--- src/rtl/avalon_st_pkt_fifo.sv ---
// Avalon-ST packet FIFO, first-word fall-through, {sop, eop, data} stored as one word.
// Define AVST_PKT_FIFO_FILL_LEVEL_EN to add the fill_level and almost_full ports.
module avalon_st_pkt_fifo #(
    parameter int  INPUT_WIDTH = 32,
    parameter int  DEPTH       = 16,
    localparam int ADDR_W      = $clog2(DEPTH)
) (
    input  logic                   clock_clk,
    input  logic                   reset_reset_n,
    input  logic [INPUT_WIDTH-1:0] asi_in0_data,
    input  logic                   asi_in0_valid,
    output logic                   asi_in0_ready,
    input  logic                   asi_in0_startofpacket,
    input  logic                   asi_in0_endofpacket,
    output logic [INPUT_WIDTH-1:0] aso_out0_data,
    output logic                   aso_out0_valid,
    input  logic                   aso_out0_ready,
    output logic                   aso_out0_startofpacket,
    output logic                   aso_out0_endofpacket
`ifdef AVST_PKT_FIFO_FILL_LEVEL_EN
    ,
    output logic [ADDR_W:0]        fill_level,
    output logic                   almost_full
`endif
);

    localparam int WORD_W = INPUT_WIDTH + 2;

    logic [WORD_W-1:0] mem [DEPTH];
    logic [ADDR_W:0]   wr_ptr_reg, wr_ptr_next;
    logic [ADDR_W:0]   rd_ptr_reg, rd_ptr_next;
    logic              empty, full;
    logic              wr_en, rd_en;
    logic [WORD_W-1:0] head_word;

    assign empty = (wr_ptr_reg == rd_ptr_reg);
    assign full  = (wr_ptr_reg[ADDR_W-1:0] == rd_ptr_reg[ADDR_W-1:0]) &&
                   (wr_ptr_reg[ADDR_W] != rd_ptr_reg[ADDR_W]);

    // Ready is a function of pointer state only; reset gates it off while asserted.
    assign asi_in0_ready  = reset_reset_n && !full;
    assign aso_out0_valid = !empty;

    assign wr_en = asi_in0_valid && asi_in0_ready;
    assign rd_en = aso_out0_valid && aso_out0_ready;

    always_comb begin
        wr_ptr_next = wr_ptr_reg;
        rd_ptr_next = rd_ptr_reg;
        if (wr_en) begin
            wr_ptr_next = wr_ptr_reg + 1'b1;
        end
        if (rd_en) begin
            rd_ptr_next = rd_ptr_reg + 1'b1;
        end
    end

    always_ff @(posedge clock_clk or negedge reset_reset_n) begin
        if (!reset_reset_n) begin
            wr_ptr_reg <= '0;
            rd_ptr_reg <= '0;
        end else begin
            wr_ptr_reg <= wr_ptr_next;
            rd_ptr_reg <= rd_ptr_next;
        end
    end

    // Storage is never reset; the pointers alone decide what is valid.
    always_ff @(posedge clock_clk) begin
        if (wr_en) begin
            mem[wr_ptr_reg[ADDR_W-1:0]] <= {asi_in0_startofpacket, asi_in0_endofpacket, asi_in0_data};
        end
    end

    assign head_word              = mem[rd_ptr_reg[ADDR_W-1:0]];
    assign aso_out0_startofpacket = head_word[WORD_W-1];
    assign aso_out0_endofpacket   = head_word[WORD_W-2];
    assign aso_out0_data          = head_word[INPUT_WIDTH-1:0];

`ifdef AVST_PKT_FIFO_FILL_LEVEL_EN
    localparam logic [ADDR_W:0] AF_THRESH = (ADDR_W + 1)'(DEPTH - 2);

    assign fill_level  = wr_ptr_reg - rd_ptr_reg;
    assign almost_full = (fill_level >= AF_THRESH);
`endif

endmodule

--- config.mk ---
export PLATFORM = sky130hd
export DESIGN_NAME = avalon_st_pkt_fifo
export DESIGN_NICKNAME = d
export VERILOG_FILES = /design/src/rtl/avalon_st_pkt_fifo.sv
export SDC_FILE = /design/constraint.sdc
export NUM_CORES = 1
export LEC_CHECK = 0
export BUFFER_PORTS_ARGS = -buffer_cell sky130_fd_sc_hd__buf_2
export CAP_MARGIN = 20
export CORE_MARGIN = 5
export CORE_UTILIZATION = 30
export DETAILED_ROUTE_END_ITERATION = 6
export MAX_ROUTING_LAYER = met4
export PLACE_DENSITY_LB_ADDON = 0.3
export SLEW_MARGIN = 20
export SYNTH_ARGS = -nofsm -noshare
export SYNTH_HDL_FRONTEND = slang
export SYNTH_SLANG_ARGS = --single-unit
export TNS_END_PERCENT = 100
--- constraint.sdc ---
create_clock -name clock_clk -period 3.9 [get_ports clock_clk]
set_clock_uncertainty 0.15 [all_clocks]
set_input_delay 0.78 -clock clock_clk [delete_from_list [all_inputs] [get_ports clock_clk]]
set_output_delay 0.78 -clock clock_clk [all_outputs]
set_load 0.02 [all_outputs]
* Word-level counts from Yosys, hierarchy flattened *
Memory sizes are Yosys's and may differ from the RTL's.
Cells that the tools add are included.

storage, ports and cells
  memories = 1
  input port bits = 38
  word-level logic and storage cells = 16
  memory bits (read-only) = 0
  bits in registers = 10
  bits in writable memories = 544
  latch bits = 0

cells by class
  divide/modulo/power cells = 0
  shifts and indexed selects = 0
  bitwise gates (word level) = 0
  add/sub/neg operators = 2
  reduce and logical (&&, ||, !) cells = 6
  magnitude comparators = 0
  multipliers = 0
  eq/ne operators = 3
  muxes and demuxes = 2

memories
  memory  depth  bits a word  read ports  clocked after memory_dff  wr ports  RTL line  text
  mem     16     34           1           0                         1         29        logic [WORD_W-1:0] mem [DEPTH];

operators by type and width
  cell                                          number
  adder 5 x 1 -> 5 bit (second input constant)  2
  == test 5 bit                                 1
  == test 4 bit                                 1
  logical AND 1 bit                             4
  zero test 1 bit                               2
  two-way mux 1 bit                             2
  inequality test 1 bit                         1

* Logic depth before layout (Yosys ltp) *
Gate-level depths: netlist of run 1.

  depth after elaboration = 7
  depth in mapped cells = 8
  mapped depth without buffers = 4

* Worst setup path before layout of run 1 *
OpenSTA, ideal clock, no wires.

  kind = register to register
  start = reg wr_ptr_reg[3]
  end = mem mem[3][0] (netlist bit), enable pin
  stages on the path, launching flop included = 7
  data required time = 3.282 ns
  period minus slack after synthesis = 4.137 ns
  path slack = -0.237 ns
  library setup time = 0.468 ns
  arrival time = 3.520 ns
  path buffers = 2
  cell sequence = dfrtp_1 -> buf_4 -> xnor2_1 -> and4_1 -> buf_6 -> a21o_1 -> nor3_1

between the ends
  longest elaborated chain between the ends = 7

ends and longest elaborated chain
  item                                     RTL line  text
  from (decl)                              30        logic [ADDR_W:0] wr_ptr_reg, wr_ptr_next;
  from (signal assigned)                   63        wr_ptr_reg <= wr_ptr_next;
  == test 4 bit                            37        assign full = (wr_ptr_reg[ADDR_W-1:0] == rd_ptr_reg[ADDR_W-1:0]) &&
  logical AND 1 bit                        37
  zero test 1 bit                          41        assign asi_in0_ready = reset_reset_n && !full;
  logical AND 1 bit                        41
  logical AND 1 bit                        44        assign wr_en = asi_in0_valid && asi_in0_ready;
  two-way mux 1 bit                        70        if (wr_en) begin
  two-way mux 1 bit (implied by the code)  71        mem[wr_ptr_reg[ADDR_W-1:0]] <= {asi_in0_startofpacket, asi_in0_endofpacket, asi_in0_data};
  to (decl)                                29

Parallel ways exist; a longest one is shown, timed or not.

* Worst setup path after layout of run 1 *
  start = reg rd_ptr_reg[0]
  end = out aso_out0_data[31]

between the ends
  longest elaborated chain between the ends = 1

ends and longest elaborated chain
  item                    RTL line  text
  from (decl)             31        logic [ADDR_W:0] rd_ptr_reg, rd_ptr_next;
  from (signal assigned)  64        rd_ptr_reg <= rd_ptr_next;
  memory (16 x 34 bit)    --
  to (decl)               15        output logic [INPUT_WIDTH-1:0] aso_out0_data,

No other way between the ends.

==> results of run 1 <==
[synthesized netlist by cell type, types with 3 or more instances]
| cell type | count |
|---|---|
| a21o_1 | 4 |
| a21oi_1 | 4 |
| a22o_1 | 3 |
| a22oi_1 | 91 |
| buf_2 | 10 |
| buf_4 | 24 |
| buf_6 | 7 |
| clkbuf_1 | 17 |
| dfrtp_1 | 10 |
| edfxtp_1 | 544 |
| ha_1 | 5 |
| inv_1 | 3 |
| mux2_2 | 5 |
| mux2i_1 | 123 |
| mux4_2 | 73 |
| nand2_1 | 35 |
| nand3_1 | 34 |
| nand4_1 | 3 |
| nor2_1 | 16 |
| nor2b_1 | 4 |
| nor3_1 | 4 |
| o2111ai_1 | 3 |
| o22ai_1 | 3 |
| xnor2_1 | 10 |
[cell type report]
type | count | area (sq um)
fillers | 6685 | 46100
flip-flops and latches | 554 | 16600
multi-input cells | 438 | 4610
clock buffers | 63 | 1410
well taps | 950 | 1190
repair buffers | 123 | 846
clock inverters | 40 | 340
inverters | 3 | 11.3
diodes | 1 | 2.50
[per-stage QoR]
step           hold slack, ps  setup WS (ps)  area (sq um)  total power, uW
2_1_floorplan             334           -110         21400            11000
3_3_place_gp              426            757         23200            13000
3_5_place_dp              445            738         23200            13000
4_1_cts                   357           51.8         25000            18200
5_1_grt                   383           22.5         25000            18800
6_report                  400            168         25000            18000
[path summary, 6_finish.rpt]
| path | endpoint | cells past startpoint |
|---|---|---|
| max in group asynchronous | rd_ptr_reg[0] | 3 |
| min in group asynchronous | wr_ptr_reg[1] | 3 |
| setup reg to reg | mem[0][15] | 6 |
| hold / removal | rd_ptr_reg[2] | 3 |
| setup / recovery | aso_out0_data[31] | 5 |
| hold reg to reg | rd_ptr_reg[4] | 2 |
[worst max-delay path: cells and delay by family (launching register included)]
family / cells / cell delay [ps]
multiplexers: 1 / 560
flip-flops: 1 / 450
buffers and inverters: 2 / 640
AND/OR/NAND/NOR: 1 / 130
AO/OA/AOI/OAI: 1 / 380
[report_power, final]
part	total, uW	leakage (uW)	internal [uW]	switching [uW]
Clock	5160	0.000859	2970	2190
Sequential	7130	0.00502	6910	225
Combinational	5660	0.00237	2230	3430
[per-layer routing]
layer	vias to the layer above	track usage, %
li1	4604	-
met1	5491	16.9
met2	208	21.5
met3	77	2.08
met4	0	3.12
met5	-	-
[cell families (layout without fill, tap and decap cells)]
group / count (synthesis) / after routing
AO/OA/AOI/OAI: 116 / 116
other: 0 / 1
buffers and inverters: 62 / 229
multiplexers: 202 / 202
XOR/XNOR: 12 / 12
AND/OR/NAND/NOR: 103 / 103
flip-flops: 554 / 554
adder cells (fa/ha/maj): 5 / 5
[repair_timing]
| item | 4_1_cts | 5_1_grt |
|---|---|---|
| endpoints found under the setup margin | 0 | 9 |
| hold endpoints to repair | 10 | 0 |
| buffers inserted | 0 | 1 |
| gates resized for setup | 0 | 2 |
| hold buffers | 1 | 0 |
==> impl_metrics.json, run 1 <==
{
  "grt_pass1_vias": 10919,
  "gr-total-overflow": 0,
  "clkLatencyLatePin_ps": 600,
  "timing.rr.start": "rd_ptr_reg[1]",
  "path_clk_slew_ps": 60,
  "async_flop_share_pct": 1.81,
  "vias": 10380,
  "port_buffers": 73,
  "yosys-mux-area-fraction_pct": 13.8,
  "grt_pass1_wl_mm": 73.5,
  "slowest_stage": "mux4_2",
  "clockRootBuffer": "clkbuf_16",
  "detail_route.wl_per_cell_um": 22.8,
  "synth-xor-area-share_pct": 0.491,
  "crit_type": "flop to primary output",
  "postRouteAntennaNets": 0,
  "initial_core_util_pct": 30.1,
  "fin_cells": 2172,
  "drt-vias-per-instance": 4.78,
  "dr.pass1.iters": 4,
  "seq_area_frac_synth_pct": 77.4,
  "antenna_found_initial": 3,
  "cts_tree": "done",
  "netlist_area_sq_um": 21400,
  "num-nets-final": 1218,
  "largest_reg_flops": 544,
  "worstPathRequired_ps": 2970,
  "synth_flop_cell": "edfxtp_1",
  "postSynthAreaPerCell_sq_um": 20.3,
  "startpoint": "rd_ptr_reg[0]",
  "worst_ep_arrival_time_ps": 2800,
  "cp-end-kind": "primary output",
  "die_w_um": 277,
  "core_area_sq_um": 71100,
  "crit_fanout": 27,
  "ys_warn_count": 0,
  "min_period_ps": 3730,
  "layout_common_cells": "edfxtp_1 (544), mux2i_1 (123), a22oi_1 (91)",
  "wl_met2_mm": 24.8,
  "drive_gt1_share_pct": 24.8,
  "final-hold-violation-count": 0,
  "fin_crit_sh_pct": 95.7,
  "grt_use_total_pct": 13.0,
  "synth_compound_area_share_pct": 4.04,
  "wirelength_mm": 49.5,
  "cts_buffer_depth": 3,
  "clock-sinks": 554,
  "synth_top_cells_by_area": "edfxtp_1 (76%), mux4_2 (7.7%), mux2i_1 (5.7%)",
  "wl_met3_mm": 1.82,
  "synth-adder-area-share_pct": 0.292,
  "cts_max_level": 2,
  "grt_max_degree": 36,
  "syn_inst": 1054,
  "synth_enable_flop_cells": 544,
  "hp-class": "primary input to flop",
  "max_stage_delay_ps": 560,
  "synth_top_family_by_area": "multiplexers",
  "dp_cells": 2066,
  "setup_viol": 0,
  "ios": 74,
  "yosys.area.top_type_share_pct": 76.2,
  "wl_met1_mm": 22.0,
  "drt_iter0_drc": 868,
  "startpoint_type": "flop",
  "drc_errors": 0,
  "area_delta_synth_final_pct": 16.7,
  "min_from": "aso_out0_ready",
  "highest_layer": "met4",
  "cts_made_buffers": 55,
  "mappedNetlistNets": 1097,
  "outcome": "complete, no violations",
  "rsz0062_at_grt": "no",
  "power_density_nw_per_um2": 718,
  "timing.fmax_ghz": 0.268,
  "finalSetupTns_ps": 0,
  "mostFrequentLayoutCell": "edfxtp_1",
  "slew_viol_final": 0,
  "die_area_sq_um": 76900,
  "leakagePower_uw": 0.00825,
  "yosys.area_share.simple_pct": 2.21,
  "die_h_um": 277,
  "ys_ff_latch": 554,
  "final_core_util_pct": 35.1,
  "maxCapViolCount": 0,
  "dp_hpwl_mm": 27.5,
  "worst_pin_slew_ps": 1060,
  "num_rows": 98,
  "yosysTopAreaCell": "edfxtp_1",
  "path_cells": "buf_4, mux4_2, a22oi_1, nand2_1, buf_2",
  "r2r_slack_ps": 810,
  "peakVddDrop_v": 0.000463,
  "yosys.cell_types.count": 40,
  "gp_congestion": 0.715,
  "max_slew_margin_pct": 29.3
}
Note: power is estimated with default switching activity, not from simulation.
==> run 2, diff against run 1 <==
--- a/config.mk
+++ b/config.mk
@@ -12,6 +12,7 @@
 export DETAILED_ROUTE_END_ITERATION = 6
 export MAX_ROUTING_LAYER = met4
 export PLACE_DENSITY_LB_ADDON = 0.3
+export RECOVER_POWER = 100
 export SLEW_MARGIN = 20
 export SYNTH_ARGS = -nofsm -noshare
 export SYNTH_HDL_FRONTEND = slang
==> run 2 against run 1 <==
Effect of this change: the run now ends with max-capacitance violations, max-slew violations left; design area is 0.55% lower; total power decreased by 0.18%; final cell count did not move; combinational power is 0.7% lower; non-clock buffer count is the same; first-iteration DRC count is 8.2% higher; clock power about the same.
==> impl_metrics.json, run 2 (same netlist as run 1, synthesis figures left out) <==
{
  "cts_max_level": 2,
  "grt_pass1_vias": 10919,
  "p_clk_share_pct": 28.8,
  "clock-sinks": 554,
  "ff2ff_path_depth": 6,
  "crit_type": "flop to primary output",
  "switchingPower_uw": 5840,
  "dp_hpwl_mm": 27.5,
  "cts_tree": "done",
  "cp-end-kind": "primary output",
  "drive_gt1_share_pct": 21.0,
  "worst_pin_slew_ps": 1580,
  "p_int_uw": 12100,
  "dr.pass1.iters": 6,
  "swShare_pct": 32.6,
  "num-nets-final": 1218,
  "wirelength_mm": 49.6,
  "largest_reg_flops": 544,
  "power_frac_seq_pct": 39.8,
  "postRouteAntennaNets": 0,
  "violations": "max-capacitance violations, max-slew violations",
  "drt-vias-per-instance": 4.77,
  "maxCapViolCount": 1,
  "outcome": "finished, violations left",
  "setup_slack_ps": 173,
  "fin_area_sq_um": 24900,
  "die_h_um": 277,
  "mostFrequentLayoutCell": "edfxtp_1",
  "final-hold-violation-count": 0,
  "worstPathRequired_ps": 2970,
  "die_area_sq_um": 76900,
  "min_period_ps": 3730,
  "clockRootBuffer": "clkbuf_16",
  "worst_ep_arrival_time_ps": 2800,
  "combPwrFrac_pct": 31.3,
  "fin_crit_sh_pct": 95.6,
  "drt_iter0_drc": 939,
  "gr-total-overflow": 0,
  "holdPathEnd": "rd_ptr_reg[2]",
  "fillers": 6715,
  "initial_core_util_pct": 30.1,
  "final_core_util_pct": 35.0,
  "peakVddDrop_v": 0.000463,
  "cts_buffer_depth": 3,
  "max_slew_margin_pct": -5.13,
  "drc_errors": 0,
  "timing.fmax_ghz": 0.268,
  "vias": 10367,
  "crit_fanout": 27,
  "leakagePower_uw": 0.00811,
  "rsz0062_at_grt": "no",
  "hold_depth": 3,
  "min_from": "aso_out0_ready",
  "num_rows": 98,
  "timing.rr.start": "rd_ptr_reg[1]",
  "power_density_nw_per_um2": 721,
  "r2r_slack_ps": 250,
  "antenna_found_initial": 2,
  "ios": 74,
  "port_buffers": 73,
  "grt_use_total_pct": 13.0,
  "clkLatencyLatePin_ps": 600,
  "rr_endpoint": "mem[11][7]",
  "hp-class": "primary input to flop",
  "gp_congestion": 0.715,
  "slew_viol_final": 24,
  "detail_route.wl_per_cell_um": 22.8,
  "layout_common_cells": "edfxtp_1 (544), mux2i_1 (123), a22oi_1 (91)",
  "path_clk_slew_ps": 60,
  "grt_pass1_wl_mm": 73.5,
  "area_delta_synth_final_pct": 16.0,
  "startpoint_type": "flop",
  "placed_area_sq_um": 23200,
  "grt_max_degree": 36,
  "setup_viol": 0,
  "die_w_um": 277,
  "cts_made_buffers": 55,
  "place_ws_ps": 738,
  "core_area_sq_um": 71100
}
run 2: changes by cell type in the layout (fill, tap and decap cells not counted), sizes merged:
| cell | previous run | this run |
|---|---|---|
| buf | 122 | 40 |
| clkbuf | 63 | 145 |
run 2: worst max-delay path, stage by stage, from the launching register on:
cell	delay, ps
dfrtp_4	450
buf_4	460
mux4_2	560
a22oi_1	380
nand2_1	130
clkbuf_2	180
run 2: power groups by stage:
| stage | combinational [uW] | sequential, uW | clock (uW) |
|---|---|---|---|
| 4_1_cts | 5760 | 7160 | 5320 |
| 2_1_floorplan | 3930 | 7110 | 0 |
| 5_1_grt | 6070 | 7170 | 5570 |
| 6_report | 5620 | 7140 | 5170 |
| 3_3_place_gp | 5720 | 7270 | 0 |
| 3_5_place_dp | 5740 | 7290 | 0 |
run 2: worst max-delay path by stage:
stage          cells past startpoint          start                end  slack [ps]
6_report                           5  rd_ptr_reg[0]  aso_out0_data[31]         170
5_1_grt                            5  rd_ptr_reg[2]         mem[11][7]          20
4_1_cts                            8  rd_ptr_reg[0]  aso_out0_data[13]          50
3_5_place_dp                       8  rd_ptr_reg[0]  aso_out0_data[13]         740
3_3_place_gp                       8  rd_ptr_reg[0]  aso_out0_data[13]         760
2_1_floorplan                      5  wr_ptr_reg[2]          mem[0][0]        -110
run 2: cell type report:
type | instances | area (sq um) | share of cell area (%)
diodes | 1 | 2.50 | 0.0101
clock buffers | 63 | 1410 | 5.66
clock inverters | 40 | 340 | 1.37
inverters | 3 | 11.3 | 0.0453
multi-input cells | 438 | 4570 | 18.4
flip-flops and latches | 554 | 16600 | 66.8
well taps | 950 | 1190 | 4.78
repair buffers | 123 | 746 | 3.00
run 2: repair_timing:
action,4_1_cts,5_1_grt
resized for setup,0,2
hold buffers,1,0
buffers inserted,0,1
setup endpoints to repair,0,9
endpoints found under the hold margin,10,0
run 2: routing by layer:
metal  wire [um]  track usage [%]  vias up
li1            -                -     4611
met1       22100             16.9     5487
met2       24900             21.5      195
met3        1670             2.08       74
met4         876             3.12        0
met5           0                -        -
run 2: stage by stage:
| step | instances | total power, uW | setup TNS [ps] | hold slack, ps |
|---|---|---|---|---|
| floorplan | 1054 | 11000 | -11050 | 334 |
| global placement | 2066 | 13000 | 0 | 426 |
| detailed placement | 2066 | 13000 | 0 | 445 |
| CTS | 2170 | 18200 | 0 | 357 |
| global route | 2172 | 18800 | 0 | 398 |
| finish | 2172 | 17900 | 0 | 404 |
